`src/rtl/wrr_arbiter_pkg.sv`:
```
// Shared types and helpers for the weighted round-robin arbiter.
package wrr_arbiter_pkg;

  localparam int unsigned QW_DEFAULT = 4;

  typedef enum logic {
    WRR_IDLE  = 1'b0,
    WRR_GRANT = 1'b1
  } wrr_state_e;

  // Width of a port index; never narrower than one bit.
  function automatic int unsigned sel_width(input int unsigned n);
    return (n > 1) ? $clog2(n) : 1;
  endfunction

endpackage

```
`src/rtl/wrr_arbiter_rr_pick.sv`:
```
// Rotating-priority encoder: first requesting port at or after i_start, wrapping.
module rr_pick #(
  parameter int unsigned N  = 8,
  parameter int unsigned SW = 3
) (
  input  logic [N-1:0]  i_request,
  input  logic [SW-1:0] i_start,
  input  logic          i_mask_en,
  output logic          o_found,
  output logic [SW-1:0] o_index
);

  logic [N-1:0] w_req;

  // The mask clears the port just before the start point (the port being released).
  always_comb begin
    w_req = i_request;
    if (i_mask_en) begin
      w_req[SW'((int'(i_start) + int'(N) - 1) % int'(N))] = 1'b0;
    end
  end

  // Scan from the farthest offset down so the nearest requester is written last.
  always_comb begin
    o_found = 1'b0;
    o_index = '0;
    for (int i = int'(N) - 1; i >= 0; i--) begin
      if (w_req[SW'((int'(i_start) + i) % int'(N))]) begin
        o_found = 1'b1;
        o_index = SW'((int'(i_start) + i) % int'(N));
      end
    end
  end

endmodule

```
`src/rtl/wrr_arbiter.sv`:
```
// Weighted round-robin arbiter with per-port burst quantum and zero-bubble handoff.
// Optional feature: define WRR_ARBITER_LOCK_EN to let lock[] extend a grant past its quantum.
module wrr_arbiter
  import wrr_arbiter_pkg::*;
#(
  parameter int unsigned NUM_PORTS = 8,
  parameter int unsigned QW        = QW_DEFAULT,
  parameter int unsigned SEL_WIDTH = sel_width(NUM_PORTS)
) (
  input  logic                    clk,
  input  logic                    rstn,
  input  logic [NUM_PORTS-1:0]    request,
  input  logic [NUM_PORTS*QW-1:0] quantum,
  input  logic [NUM_PORTS-1:0]    lock,
  input  logic                    accept,
  output logic [NUM_PORTS-1:0]    grant,
  output logic [SEL_WIDTH-1:0]    select,
  output logic                    active,
  output logic [QW-1:0]           credit
);

  wrr_state_e             r_state, w_state_nxt;
  logic [SEL_WIDTH-1:0]   r_ptr, w_ptr_nxt;
  logic [SEL_WIDTH-1:0]   r_sel, w_sel_nxt;
  logic [NUM_PORTS-1:0]   r_grant, w_grant_nxt;
  logic [QW-1:0]          r_credit, w_credit_nxt;
  logic                   r_active, w_active_nxt;

  logic [QW-1:0]          w_quanta [NUM_PORTS];
  logic [QW-1:0]          w_fresh_credit;
  logic [SEL_WIDTH-1:0]   w_next_port;
  logic [SEL_WIDTH-1:0]   w_pick_start;
  logic [SEL_WIDTH-1:0]   w_pick_idx;
  logic                   w_pick_found;
  logic                   w_locked;
  logic                   w_rel_drop;
  logic                   w_rel_spent;
  logic                   w_release;

  always_comb begin
    for (int i = 0; i < int'(NUM_PORTS); i++) begin
      w_quanta[i] = quantum[i*int'(QW) +: QW];
    end
  end

  // A zero quantum still buys one beat.
  assign w_fresh_credit = (w_quanta[w_pick_idx] == '0) ? QW'(1) : w_quanta[w_pick_idx];

`ifdef WRR_ARBITER_LOCK_EN
  assign w_locked = lock[r_sel] & request[r_sel];
`else
  logic w_lock_unused;
  assign w_lock_unused = ^lock;
  assign w_locked      = 1'b0;
`endif

  assign w_rel_drop  = (r_state == WRR_GRANT) && !request[r_sel];
  assign w_rel_spent = (r_state == WRR_GRANT) && accept && (r_credit == QW'(1)) && !w_locked;
  assign w_release   = w_rel_drop || w_rel_spent;

  assign w_next_port  = (r_sel == SEL_WIDTH'(NUM_PORTS - 1)) ? '0 : r_sel + SEL_WIDTH'(1);
  assign w_pick_start = (r_state == WRR_IDLE) ? r_ptr : w_next_port;

  rr_pick #(
    .N  (NUM_PORTS),
    .SW (SEL_WIDTH)
  ) u_pick (
    .i_request (request),
    .i_start   (w_pick_start),
    .i_mask_en (w_rel_drop),
    .o_found   (w_pick_found),
    .o_index   (w_pick_idx)
  );

  // Next-state and next-output logic.
  always_comb begin
    w_state_nxt  = r_state;
    w_ptr_nxt    = r_ptr;
    w_sel_nxt    = r_sel;
    w_grant_nxt  = r_grant;
    w_credit_nxt = r_credit;
    w_active_nxt = r_active;
    case (r_state)
      WRR_IDLE: begin
        if (w_pick_found) begin
          w_state_nxt  = WRR_GRANT;
          w_sel_nxt    = w_pick_idx;
          w_grant_nxt  = NUM_PORTS'(1) << w_pick_idx;
          w_credit_nxt = w_fresh_credit;
          w_active_nxt = 1'b1;
        end
      end
      WRR_GRANT: begin
        if (w_release) begin
          w_ptr_nxt = w_next_port;
          if (w_pick_found) begin
            w_sel_nxt    = w_pick_idx;
            w_grant_nxt  = NUM_PORTS'(1) << w_pick_idx;
            w_credit_nxt = w_fresh_credit;
          end else begin
            w_state_nxt  = WRR_IDLE;
            w_sel_nxt    = '0;
            w_grant_nxt  = '0;
            w_credit_nxt = '0;
            w_active_nxt = 1'b0;
          end
        end else if (accept && (r_credit > QW'(1))) begin
          // A locked grant parks at credit 1 instead of releasing.
          w_credit_nxt = r_credit - QW'(1);
        end
      end
      default: begin
        w_state_nxt = WRR_IDLE;
      end
    endcase
  end

  always_ff @(posedge clk or negedge rstn) begin
    if (!rstn) begin
      r_state  <= WRR_IDLE;
      r_ptr    <= '0;
      r_sel    <= '0;
      r_grant  <= '0;
      r_credit <= '0;
      r_active <= 1'b0;
    end else begin
      r_state  <= w_state_nxt;
      r_ptr    <= w_ptr_nxt;
      r_sel    <= w_sel_nxt;
      r_grant  <= w_grant_nxt;
      r_credit <= w_credit_nxt;
      r_active <= w_active_nxt;
    end
  end

  assign grant  = r_grant;
  assign select = r_sel;
  assign active = r_active;
  assign credit = r_credit;

endmodule

```
`config.mk`:
```
export PLATFORM = sky130hd
export DESIGN_NAME = wrr_arbiter
export DESIGN_NICKNAME = d
export VERILOG_FILES = /design/src/rtl/wrr_arbiter_pkg.sv /design/src/rtl/wrr_arbiter_rr_pick.sv /design/src/rtl/wrr_arbiter.sv
export SDC_FILE = /design/constraint.sdc
export NUM_CORES = 1
export LEC_CHECK = 0
export CORE_MARGIN = 4
export CORE_UTILIZATION = 40
export CTS_CLUSTER_SIZE = 25
export DETAILED_ROUTE_END_ITERATION = 6
export GPL_TIMING_DRIVEN = 0
export PLACE_DENSITY = 0.65
export SLEW_MARGIN = 20
export SYNTH_ARGS = -nofsm -noshare
export SYNTH_HDL_FRONTEND = slang
export SYNTH_SLANG_ARGS = --single-unit
export TNS_END_PERCENT = 5
```
`constraint.sdc`:
```
create_clock -name clk -period 5.3 [get_ports clk]
set_input_delay 0.795 -clock clk [delete_from_list [all_inputs] [get_ports clk]]
set_output_delay 0.795 -clock clk [all_outputs]
set_load 0.02 [all_outputs]
```
==> summary.md <==
| Metric | Value |
|---|---|
| Die height | `84.8 um` |
| Crit path max fanout | `10` |
| Startpoint Class | `register` |
| Ys flop type | `dfrtp_1` |
| Area of the core | `0.00561 sq mm` |
| Die W | `84.8 um` |
| Commonest cells after routing, fill and taps aside | `clkdlybuf4s50_1 (58), mux2i_1 (39), nand2_1 (35)` |
| Post-DP Area | `0.00303 sq mm` |
| Async SR Flop Fraction | `100%` |
| Synth warn | `0` |
| Final instance area | `0.00314 sq mm` |
| Die footprint | `0.00719 sq mm` |
| Req. time, crit path | `5.44 ns` |
| Wire length of the first global-routing pass | `11.1 mm` |
| Number of flops mapped to enable cells by yosys | `0` |
| # hold bufs at CTS | `0` |
| Tot GR Track Use | `18.4%` |
| Slew HR | `40.2%` |
| Worst path slowest cell | `dfrtp_1` |
| Post-Synthesis Cells | `272` |
| Initial DRC count | `153` |
| Final setup viols | `0` |
| DR pass1 iterations | `4` |
| Post-layout net count | `392` |
| Clock transition at the registers of the reported paths | `0.08 ns` |
| Critical Path Start | `select[0]` |
| Synth Cell Area | `0.00236 sq mm` |
| Initial antenna violation count | `0` |
| Share of cells above drive strength 1 | `13.2%` |
| Syn nets | `330` |
| Placed cells | `402` |
| Setup Buffers After CTS | `0` |
| Ant. Diodes | `0` |
| Period minus WS final | `4.86 ns` |
| Clock Latency Late Sink | `0.26 ns` |
| Total global routing overflow | `0` |
| I/O Pins | `67` |
| Routed vias/inst | `5.63` |
| Register area share after synthesis | `21.2%` |
| DRC viols | `0` |
| Largest net degree at the start of global routing | `21` |
| Clock Root Buffer | `clkbuf_8` |
| Buf/Inv on CP | `4` |
| Final Slew Violations | `0` |
| H-tree Lvls | `1` |
| Status | `finished clean` |
| Hold Path Origin | `r_ptr[0]` |
| Post-Syn Area per Cell | `8.67 sq um` |
| Tcrit/Tclk final | `91.8%` |
| Routed via count | `2279` |
| Area grow syn2layout | `32.9%` |
| CTS tree | `done` |
| DRT antenna net count | `0` |
| Slowest stage delay, CP | `0.48 ns` |
| Gpl congestion | `0.880` |
| Crit path DAT | `5.01 ns` |
| Worst Setup Path Type | `register to register` |
| Overall routed net length | `6.51 mm` |
| Initial Util | `42.1%` |
| CTS Buffer Depth | `2` |
| Port buffer count | `58` |
| Worst Max-Slew Pin Slew | `0.895 ns` |
| R2R Path Start | `select[0]` |
| Distinct cells, synth | `55` |
| Min-delay worst type | `register to register` |
| Clock Sinks | `20` |
| DP Wirelength | `5.14 mm` |
| Post-route non-filler standard cell count | `405` |
| Crit-path leading delay family | `compound AO/OA/AOI/OAI gates` |
| RSZ-0062 raised after global routing | `false` |
| Register bit count reported by yosys | `20` |
| Final Skew | `0.00107 ns` |
| Final number of hold-violating endpoints | `0` |
| Final setup TNS | `0 ns` |
| PostCTS Resize Cnt | `2` |
| Most common cell after layout, fill and taps aside | `clkdlybuf4s50_1` |
| Drt wl/cell | `16.1 um` |
| Crit path capture type | `register` |
| Row cnt | `27` |
| Crit-path cells | `ha_1, ha_1, nor2b_1, mux2i_4, inv_1, clkbuf_2, ha_2, inv_1, xnor2_2, mux4_2, o221ai_2, a21boi_0, o21a_1, o211a_4, buf_6, mux2i_1, mux2i_1, mux2_2, a221oi_2, o41ai_2` |
| Max-cap violations | `0` |
| Max Freq | `206 MHz` |
| Vias in the first global route | `2425` |
| Num CTS Buffers | `3` |
## metal layers
metal | GRT usage [%] | vias to the layer above | routed length [um]
met4 | 6.04 | 0 | 93
met2 | 32.1 | 64 | 3340
li1 | - | 1136 | -
met3 | 2.75 | 10 | 303
met1 | 23.0 | 1069 | 2780
met5 | 0 | - | 0
## cell families (layout without fill, tap and decap cells)
logic type | count (synthesis) | count (layout) | synth area share (%)
xor gates and xnor gates | 3 | 3 | 1.11
DFF | 20 | 20 | 21.2
buffers and inverters | 29 | 90 | 6.42
muxes | 54 | 54 | 27.5
AOI/OAI and AO/OA | 77 | 77 | 23.0
and+or+nand+nor | 82 | 82 | 17.1
adders and majority gates | 7 | 7 | 3.71
## Yosys cell counts (all sizes together) (2+ instances only)
cell | number | share of area [%]
o2bb2ai | 3 | 1.1
or2 | 3 | 0.80
mux2 | 6 | 2.9
nor3 | 5 | 1.1
nand2 | 36 | 6.0
dfrtp | 20 | 21
mux4 | 8 | 7.6
ha | 7 | 3.7
a21o | 3 | 0.95
mux2i | 40 | 17
a22o | 3 | 1.1
a211oi | 3 | 0.95
nand3 | 2 | 0.42
nand2b | 3 | 0.80
xnor2 | 3 | 1.1
buf | 10 | 3.2
inv | 13 | 2.3
o211a | 2 | 1.2
a21boi | 3 | 0.95
and3 | 3 | 0.80
nor2 | 11 | 1.8
o221ai | 5 | 1.9
clkbuf | 6 | 0.95
a211o | 2 | 0.74
a31oi | 3 | 0.80
a21oi | 16 | 3.4
nand4 | 5 | 1.3
o31ai | 6 | 1.9
o21ai | 18 | 3.8
and2 | 9 | 2.5
## worst min-delay path, cell delays in order (launching register included)
cell and delay [ns]:
dfrtp_1 0.34, nand2_1 0.05, o31ai_1 0.05
## through the flow
stage | util (%) | setup slack [ns] | hold WS (ns)
global route | 55.9 | 0.00418 | 0.506
detailed placement | 54.0 | -0.0581 | 0.463
CTS | 55.4 | 0.124 | 0.481
finish | 55.9 | 0.435 | 0.476
global placement | 54.0 | -0.0117 | 0.462
floorplan | - | 0.685 | 0.441
## layout make-up
type,instances,area [sq um]
fill,530,2470
multi-input combinational,223,1740
timing repair buffer,58,581
sequential,20,500
buffer,15,97.6
tap,72,90.1
inverter,13,53.8
clock buffer,3,41.3
clock inverter,1,30.0
## path summary, 6_finish.rpt
kind | end | slack [ns] | cells past startpoint
min reg2reg | r_ptr[0] | 0.48 | 2
max in group asynchronous | credit[0] | 3.72 | 1
min in group asynchronous | grant[1] | 1.03 | 1
max | credit[0] | 0.44 | 20
min | r_ptr[0] | 0.48 | 2
max reg2reg | credit[0] | 0.44 | 20
## sequential cells by signal, summed over array words and instances, names as in the netlist
name	count
r_state	1
select	3
grant	8
r_ptr	3
active	1
credit	4
Power is left out: the tool's default activity adds up to more than one toggle a clock period on the data nets, which glitch-free logic cannot reach.
